[config.mk]
export PLATFORM = sky130hd
export DESIGN_NAME = bandpass_fir
export DESIGN_NICKNAME = d
export VERILOG_FILES = /design/src/rtl/bandpass_fir_pkg.sv /design/src/rtl/fir_adder_tree.sv /design/src/rtl/bandpass_fir.sv
export SDC_FILE = /design/constraint.sdc
export NUM_CORES = 2
export LEC_CHECK = 0
export CAP_MARGIN = 20
export CORE_ASPECT_RATIO = 1.75
export CORE_MARGIN = 3
export CORE_UTILIZATION = 50
export CTS_CLUSTER_DIAMETER = 50
export CTS_CLUSTER_SIZE = 20
export DETAILED_ROUTE_END_ITERATION = 6
export DONT_BUFFER_PORTS = 1
export PLACE_DENSITY = 0.77
export SLEW_MARGIN = 10
export SYNTH_ARGS = -nofsm -noshare
export SYNTH_HDL_FRONTEND = slang
export SYNTH_SLANG_ARGS = --single-unit
[constraint.sdc]
create_clock -name clk -period 14.45 [get_ports clk]
set_input_delay 2.89 -clock clk [delete_from_list [all_inputs] [get_ports clk]]
set_output_delay 2.89 -clock clk [all_outputs]
set_load 0.05 [all_outputs]
[src/rtl/bandpass_fir_pkg.sv]
// Shared constants for the 31-tap band-pass FIR: coefficient format,
// the Q1.15 coefficient table (symmetric, c[n] == c[30-n]) and pipeline latency.
package bandpass_fir_pkg;

  localparam int unsigned COEF_W    = 16;
  localparam int unsigned COEF_FRAC = 15;
  localparam int unsigned COEF_CNT  = 31;
  localparam int unsigned LATENCY   = 3;

  // Band-pass centred on fs/4; only odd taps plus the centre are non-zero.
  localparam logic signed [COEF_W-1:0] COEFS [COEF_CNT] = '{
    16'sd0,      16'sd134,   16'sd0,     16'sd0,     16'sd0,
    -16'sd647,   16'sd0,     16'sd0,     16'sd0,     16'sd2371,
    16'sd0,      16'sd0,     16'sd0,     -16'sd10014, 16'sd0,
    16'sd16384,
    16'sd0,      -16'sd10014, 16'sd0,    16'sd0,     16'sd0,
    16'sd2371,   16'sd0,     16'sd0,     16'sd0,     -16'sd647,
    16'sd0,      16'sd0,     16'sd0,     16'sd134,   16'sd0
  };

endpackage

[src/rtl/fir_adder_tree.sv]
// Signed sum of N products with one output register stage.
// Ports:
//   clk, rst   clock / async active-low reset
//   terms      N signed IN_W-bit products
//   sum        registered signed OUT_W-bit total
module fir_adder_tree
  import bandpass_fir_pkg::*;
#(
  parameter int unsigned N     = 16,
  parameter int unsigned IN_W  = 33,
  parameter int unsigned OUT_W = 37
) (
  input  logic                    clk,
  input  logic                    rst,
  input  logic signed [IN_W-1:0]  terms [N],
  output logic signed [OUT_W-1:0] sum
);

  logic signed [OUT_W-1:0] sum_c;

  // OUT_W carries log2(N) growth bits, so the total never wraps.
  always_comb begin
    sum_c = '0;
    for (int i = 0; i < N; i++) begin
      sum_c = sum_c + OUT_W'(terms[i]);
    end
  end

  always_ff @(posedge clk or negedge rst) begin
    if (!rst) begin
      sum <= '0;
    end else begin
      sum <= sum_c;
    end
  end

endmodule

[src/rtl/bandpass_fir.sv]
// 31-tap symmetric linear-phase band-pass FIR (passband ~fs/8..3fs/8).
// One signed sample in per valid_in, one filtered sample out three clocks later.
// Ports:
//   clk, rst    clock / async active-low reset
//   valid_in    data_in valid this cycle (always accepted)
//   data_in     signed DATA_W-bit sample
//   valid_out   one-cycle pulse per result
//   data_out    signed DATA_W+GAIN_W-bit result, held between pulses
module bandpass_fir
  import bandpass_fir_pkg::*;
#(
  parameter int unsigned DATA_W  = 16,
  parameter int unsigned TAP_CNT = 31,
  parameter int unsigned GAIN_W  = 4
) (
  input  logic                            clk,
  input  logic                            rst,
  input  logic                            valid_in,
  input  logic signed [DATA_W-1:0]        data_in,
  output logic                            valid_out,
  output logic signed [DATA_W+GAIN_W-1:0] data_out
);

  localparam int unsigned HALF   = TAP_CNT / 2;
  localparam int unsigned NPROD  = HALF + 1;
  localparam int unsigned PRE_W  = DATA_W + 1;
  localparam int unsigned PROD_W = PRE_W + COEF_W;
  localparam int unsigned ACC_W  = PROD_W + $clog2(NPROD);
  localparam int unsigned OUT_W  = DATA_W + GAIN_W;

  localparam logic signed [ACC_W-1:0] SAT_MAX =
    {{(ACC_W-OUT_W+1){1'b0}}, {(OUT_W-1){1'b1}}};
  localparam logic signed [ACC_W-1:0] SAT_MIN =
    {{(ACC_W-OUT_W+1){1'b1}}, {(OUT_W-1){1'b0}}};

  if (TAP_CNT != COEF_CNT) begin : g_tap_check
    $error("bandpass_fir: only TAP_CNT=31 is supported");
  end

  logic signed [DATA_W-1:0] taps [TAP_CNT];
  logic signed [PRE_W-1:0]  pre_c [NPROD];
  logic signed [PROD_W-1:0] prod [NPROD];
  logic signed [ACC_W-1:0]  acc;
  logic signed [ACC_W-1:0]  shifted_c;
  logic signed [OUT_W-1:0]  sat_c;
  logic [LATENCY-1:0]       vpipe;

  // Stage 1: delay line advances only on accepted samples; gaps keep history.
  always_ff @(posedge clk or negedge rst) begin
    if (!rst) begin
      for (int i = 0; i < TAP_CNT; i++) begin
        taps[i] <= '0;
      end
    end else if (valid_in) begin
      taps[0] <= data_in;
      for (int i = 1; i < TAP_CNT; i++) begin
        taps[i] <= taps[i-1];
      end
    end
  end

  // Symmetric pre-add halves the multiplier count; centre tap passes alone.
  always_comb begin
    for (int k = 0; k < HALF; k++) begin
      pre_c[k] = PRE_W'(taps[k]) + PRE_W'(taps[TAP_CNT-1-k]);
    end
    pre_c[HALF] = PRE_W'(taps[HALF]);
  end

  // Stage 2: constant multiplies (zero taps fold away in synthesis).
  always_ff @(posedge clk or negedge rst) begin
    if (!rst) begin
      for (int k = 0; k < NPROD; k++) begin
        prod[k] <= '0;
      end
    end else begin
      for (int k = 0; k < NPROD; k++) begin
        prod[k] <= PROD_W'(pre_c[k]) * PROD_W'(COEFS[k]);
      end
    end
  end

  // Stage 3a: registered sum of all products.
  fir_adder_tree #(
    .N     (NPROD),
    .IN_W  (PROD_W),
    .OUT_W (ACC_W)
  ) u_tree (
    .clk   (clk),
    .rst   (rst),
    .terms (prod),
    .sum   (acc)
  );

  // Drop the Q1.15 fraction (floor) and clamp to the output range.
  always_comb begin
    shifted_c = acc >>> COEF_FRAC;
    if (shifted_c > SAT_MAX) begin
      sat_c = SAT_MAX[OUT_W-1:0];
    end else if (shifted_c < SAT_MIN) begin
      sat_c = SAT_MIN[OUT_W-1:0];
    end else begin
      sat_c = shifted_c[OUT_W-1:0];
    end
  end

  // Stage 3b: valid pipe tracks the data stages; output register holds between pulses.
  always_ff @(posedge clk or negedge rst) begin
    if (!rst) begin
      vpipe     <= '0;
      valid_out <= 1'b0;
      data_out  <= '0;
    end else begin
      vpipe     <= {vpipe[LATENCY-2:0], valid_in};
      valid_out <= vpipe[LATENCY-1];
      if (vpipe[LATENCY-1]) begin
        data_out <= sat_c;
      end
    end
  end

endmodule

==> impl_metrics.ini <==
[timing]
tightest_slew_ns = 3.43
maxSlewHeadroom = -1.29
min_period_ns = 8.19
finalClockSkew_ns = 0.0351
setup_viol = 0
final-max-slew-violation-count = 727
rsz0062_at_grt = false
max_freq_ghz = 0.122
tns_ns = 0
timing.final.crit_share = 0.567
hold_viol = 0

[floorplanning]
die_height_um = 389
fp.dieArea_mm2 = 0.0874
fp.dieW_um = 225
coreArea_mm2 = 0.0826
initial_core_util = 0.507
boundaryPins = 40
num_rows = 139

[cts]
root_buffer = clkbuf_16
cts_sinks = 656
tritoncts = built
cts_buffers = 48
insertion_delay_ns = 0.63
hold_buffers = 0
postCtsSetupBuffers = 0
cts_htree_levels = 2
cts_max_path_buffers = 3
path_clk_slew_ns = 0.08
ctsResizeCount = 0

[worst_setup_path]
endpoint_kind = flop
cp_max_fo = 11
r2r_slack_ns = 6.26
slowest_stage = o41ai_1
crit_path_max_incr_delay_ns = 0.63
worstReg2RegEnd = prod[357]$_DFF_PN0_
crit_path_end = prod[357]$_DFF_PN0_
critPathLaunch = taps[80]$_DFFE_PN0P_
required_ns = 14.95
reg2reg_from = taps[80]$_DFFE_PN0P_
path_common_cell = fa_1
start_kind = flop
arrival_ns = 8.69
r2r_cells = 28
criticalPathCategory = reg -> reg

[synth]
synth_top_family_by_area = adder cells
synthesis.nets = 4219
yosys.area_share.simple = 0.0438
synth_seq_cells = 656
syn_area_mm2 = 0.0419
ys.flop_type = dfrtp_1
netlist-cell-type-count = 79
synth_compound_area_frac = 0.0702
synth_cells = 3458
synthMuxAreaShare = 0.132
async_reset_ff_frac = 1.00
synth_xor_area_frac = 0.0441
synth_warnings = 0
synth-edff-count = 0
synthAdderAreaFrac = 0.268
syn_area_per_cell_um2 = 12.1
ys_seq_area_frac = 0.392

[grt]
grt_pass1_wl_mm = 140
grt_max_degree = 657
track_usage = 0.204
antenna_found_initial = 1
grt_overflow = 0
grt_pass1_vias = 26800

[finish]
final_net_count = 4211
drive_gt1_frac = 0.176
fillers = 6840
multi_input_area_mm2 = 0.0234
area_delta_synth_final_pct = 6.35
area.sequential_mm2 = 0.0164

[placement]
gp_congestion = 0.925
place_hpwl_mm = 67.5
port_buffers = 0

[routing]
num_vias = 24800
wl_mm = 86.2
first_pass_iters = 7
drt_iter0_drc = 1287
antenna_left = 0
drc = 0
via_per_inst = 5.47
avgRoutedWirePerCell_um = 19.0

[outcome]
violations = slew limit
status = complete, but fails checks

[hold_path]
hp-class = reg -> reg
hold_depth = 0

[run]
drv_cap = 0
[registers in the layout, summed over array words and instances, names as in the netlist]
signal	cells
data_out	20
pre_c	16
prod	130
taps	464
u_tree.sum	22
valid_out	1
vpipe	3
[metrics by stage]
stage / area, µm² / utilization / hold WS, ns / setup WS (ns) / std cells
finish: 44600 / 0.539 / 0.356 / 6.26 / 4536
detailed placement: 43000 / 0.521 / 0.340 / 6.26 / 4456
floorplan: 41900 / - / 0.331 / 7.28 / 3458
global route: 44500 / 0.539 / 0.364 / 5.73 / 4535
CTS: 44500 / 0.539 / 0.358 / 6.24 / 4534
global placement: 43000 / 0.521 / 0.333 / 6.37 / 4456
[area by class of cell]
cell class	instances	area share
timing repair buffer	11	0.00185
antenna	1	0.0000562
clock buffer	55	0.0280
tap	1057	0.0297
inverter	484	0.0408
clock inverter	23	0.00601
multi-input combinational	2249	0.525
sequential	656	0.368
[Yosys cell counts, drive strengths merged, types with 8 or more instances]
cell | n | share of area
o41ai | 8 | 0.0033
nand3 | 33 | 0.0039
inv | 484 | 0.043
o211ai | 17 | 0.0032
o22ai | 22 | 0.0033
mux2 | 481 | 0.13
nand2b | 20 | 0.0030
o21bai | 25 | 0.0045
o21a | 23 | 0.0041
o2111ai | 8 | 0.0017
nor2b | 25 | 0.0037
xnor2 | 143 | 0.030
mux2i | 11 | 0.0026
fa | 261 | 0.12
nand4 | 8 | 0.0012
a211oi | 12 | 0.0022
nor3 | 31 | 0.0037
or3 | 9 | 0.0013
a31oi | 17 | 0.0027
nand3b | 8 | 0.0014
xor2 | 66 | 0.014
clkbuf | 63 | 0.0056
a21oi | 116 | 0.014
a21o | 51 | 0.0091
nand2 | 58 | 0.0052
and3 | 11 | 0.0016
and2 | 14 | 0.0021
dfrtp | 656 | 0.39
nor2 | 140 | 0.013
ha | 481 | 0.14
o31ai | 8 | 0.0017
o21ai | 68 | 0.0084
or2 | 13 | 0.0019
[layer usage]
layer | vias to the layer above | share of wire | global-route usage
met3 | 234 | 0.022 | 0.0192
li1 | 11700 | - | -
met4 | 2 | 0.074 | 0.126
met5 | - | 0.00015 | 0
met2 | 337 | 0.54 | 0.382
met1 | 12600 | 0.37 | 0.217
[placed cells by master, fill, tap and decap left out, types with 9 or more instances in the layout]
cell and n:
nor3_1 31, nor2b_1 25, and2_1 14, xnor2_1 142
a31oi_1 16, o21a_1 23, or3_1 9, inv_1 481
o21bai_1 25, mux2i_1 11, fa_1 261, nand3_1 33
o21ai_1 17, nor2_1 140, xor2_1 65, dfrtp_1 656
or2_2 11, a21o_1 51, o21ai_0 48, ha_1 481
mux2_2 481, o211ai_1 16, clkbuf_16 49, buf_4 11
o22ai_1 22, nand2_1 58, nand2b_1 20, a211oi_1 12
a21oi_1 110, and3_1 11
[critical path, delay by kind of cell, from the launching register on]
kind,cells,cell delay (ns)
fa+ha+maj,8,3.45
compound gates,12,3.19
buf+inv,3,0.51
flops,1,0.41
simple gates,4,0.40
xor+xnor,1,0.13
[worst min path at each step]
| stage | startpoint | endpoint | slack (ns) |
|---|---|---|---|
| after global placement | vpipe[0]$_DFF_PN0_ | vpipe[1]$_DFF_PN0_ | 0.33 |
| after global routing | vpipe[1]$_DFF_PN0_ | vpipe[2]$_DFF_PN0_ | 0.36 |
| after CTS | vpipe[1]$_DFF_PN0_ | vpipe[2]$_DFF_PN0_ | 0.36 |
| final | vpipe[1]$_DFF_PN0_ | vpipe[2]$_DFF_PN0_ | 0.36 |
| after floorplan | vpipe[0]$_DFF_PN0_ | vpipe[1]$_DFF_PN0_ | 0.33 |
| after detailed placement | vpipe[1]$_DFF_PN0_ | vpipe[2]$_DFF_PN0_ | 0.34 |
[logic make-up after synthesis]
| logic type | after synthesis |
|---|---|
| flops | 656 |
| xor+xnor | 209 |
| mux | 492 |
| buf+inv | 553 |
| simple gates | 379 |
| fa+ha+maj | 742 |
| compound gates | 427 |
Power is not shown: default switching activity piles up to over one toggle a cycle in this logic, so the estimate is an artifact.
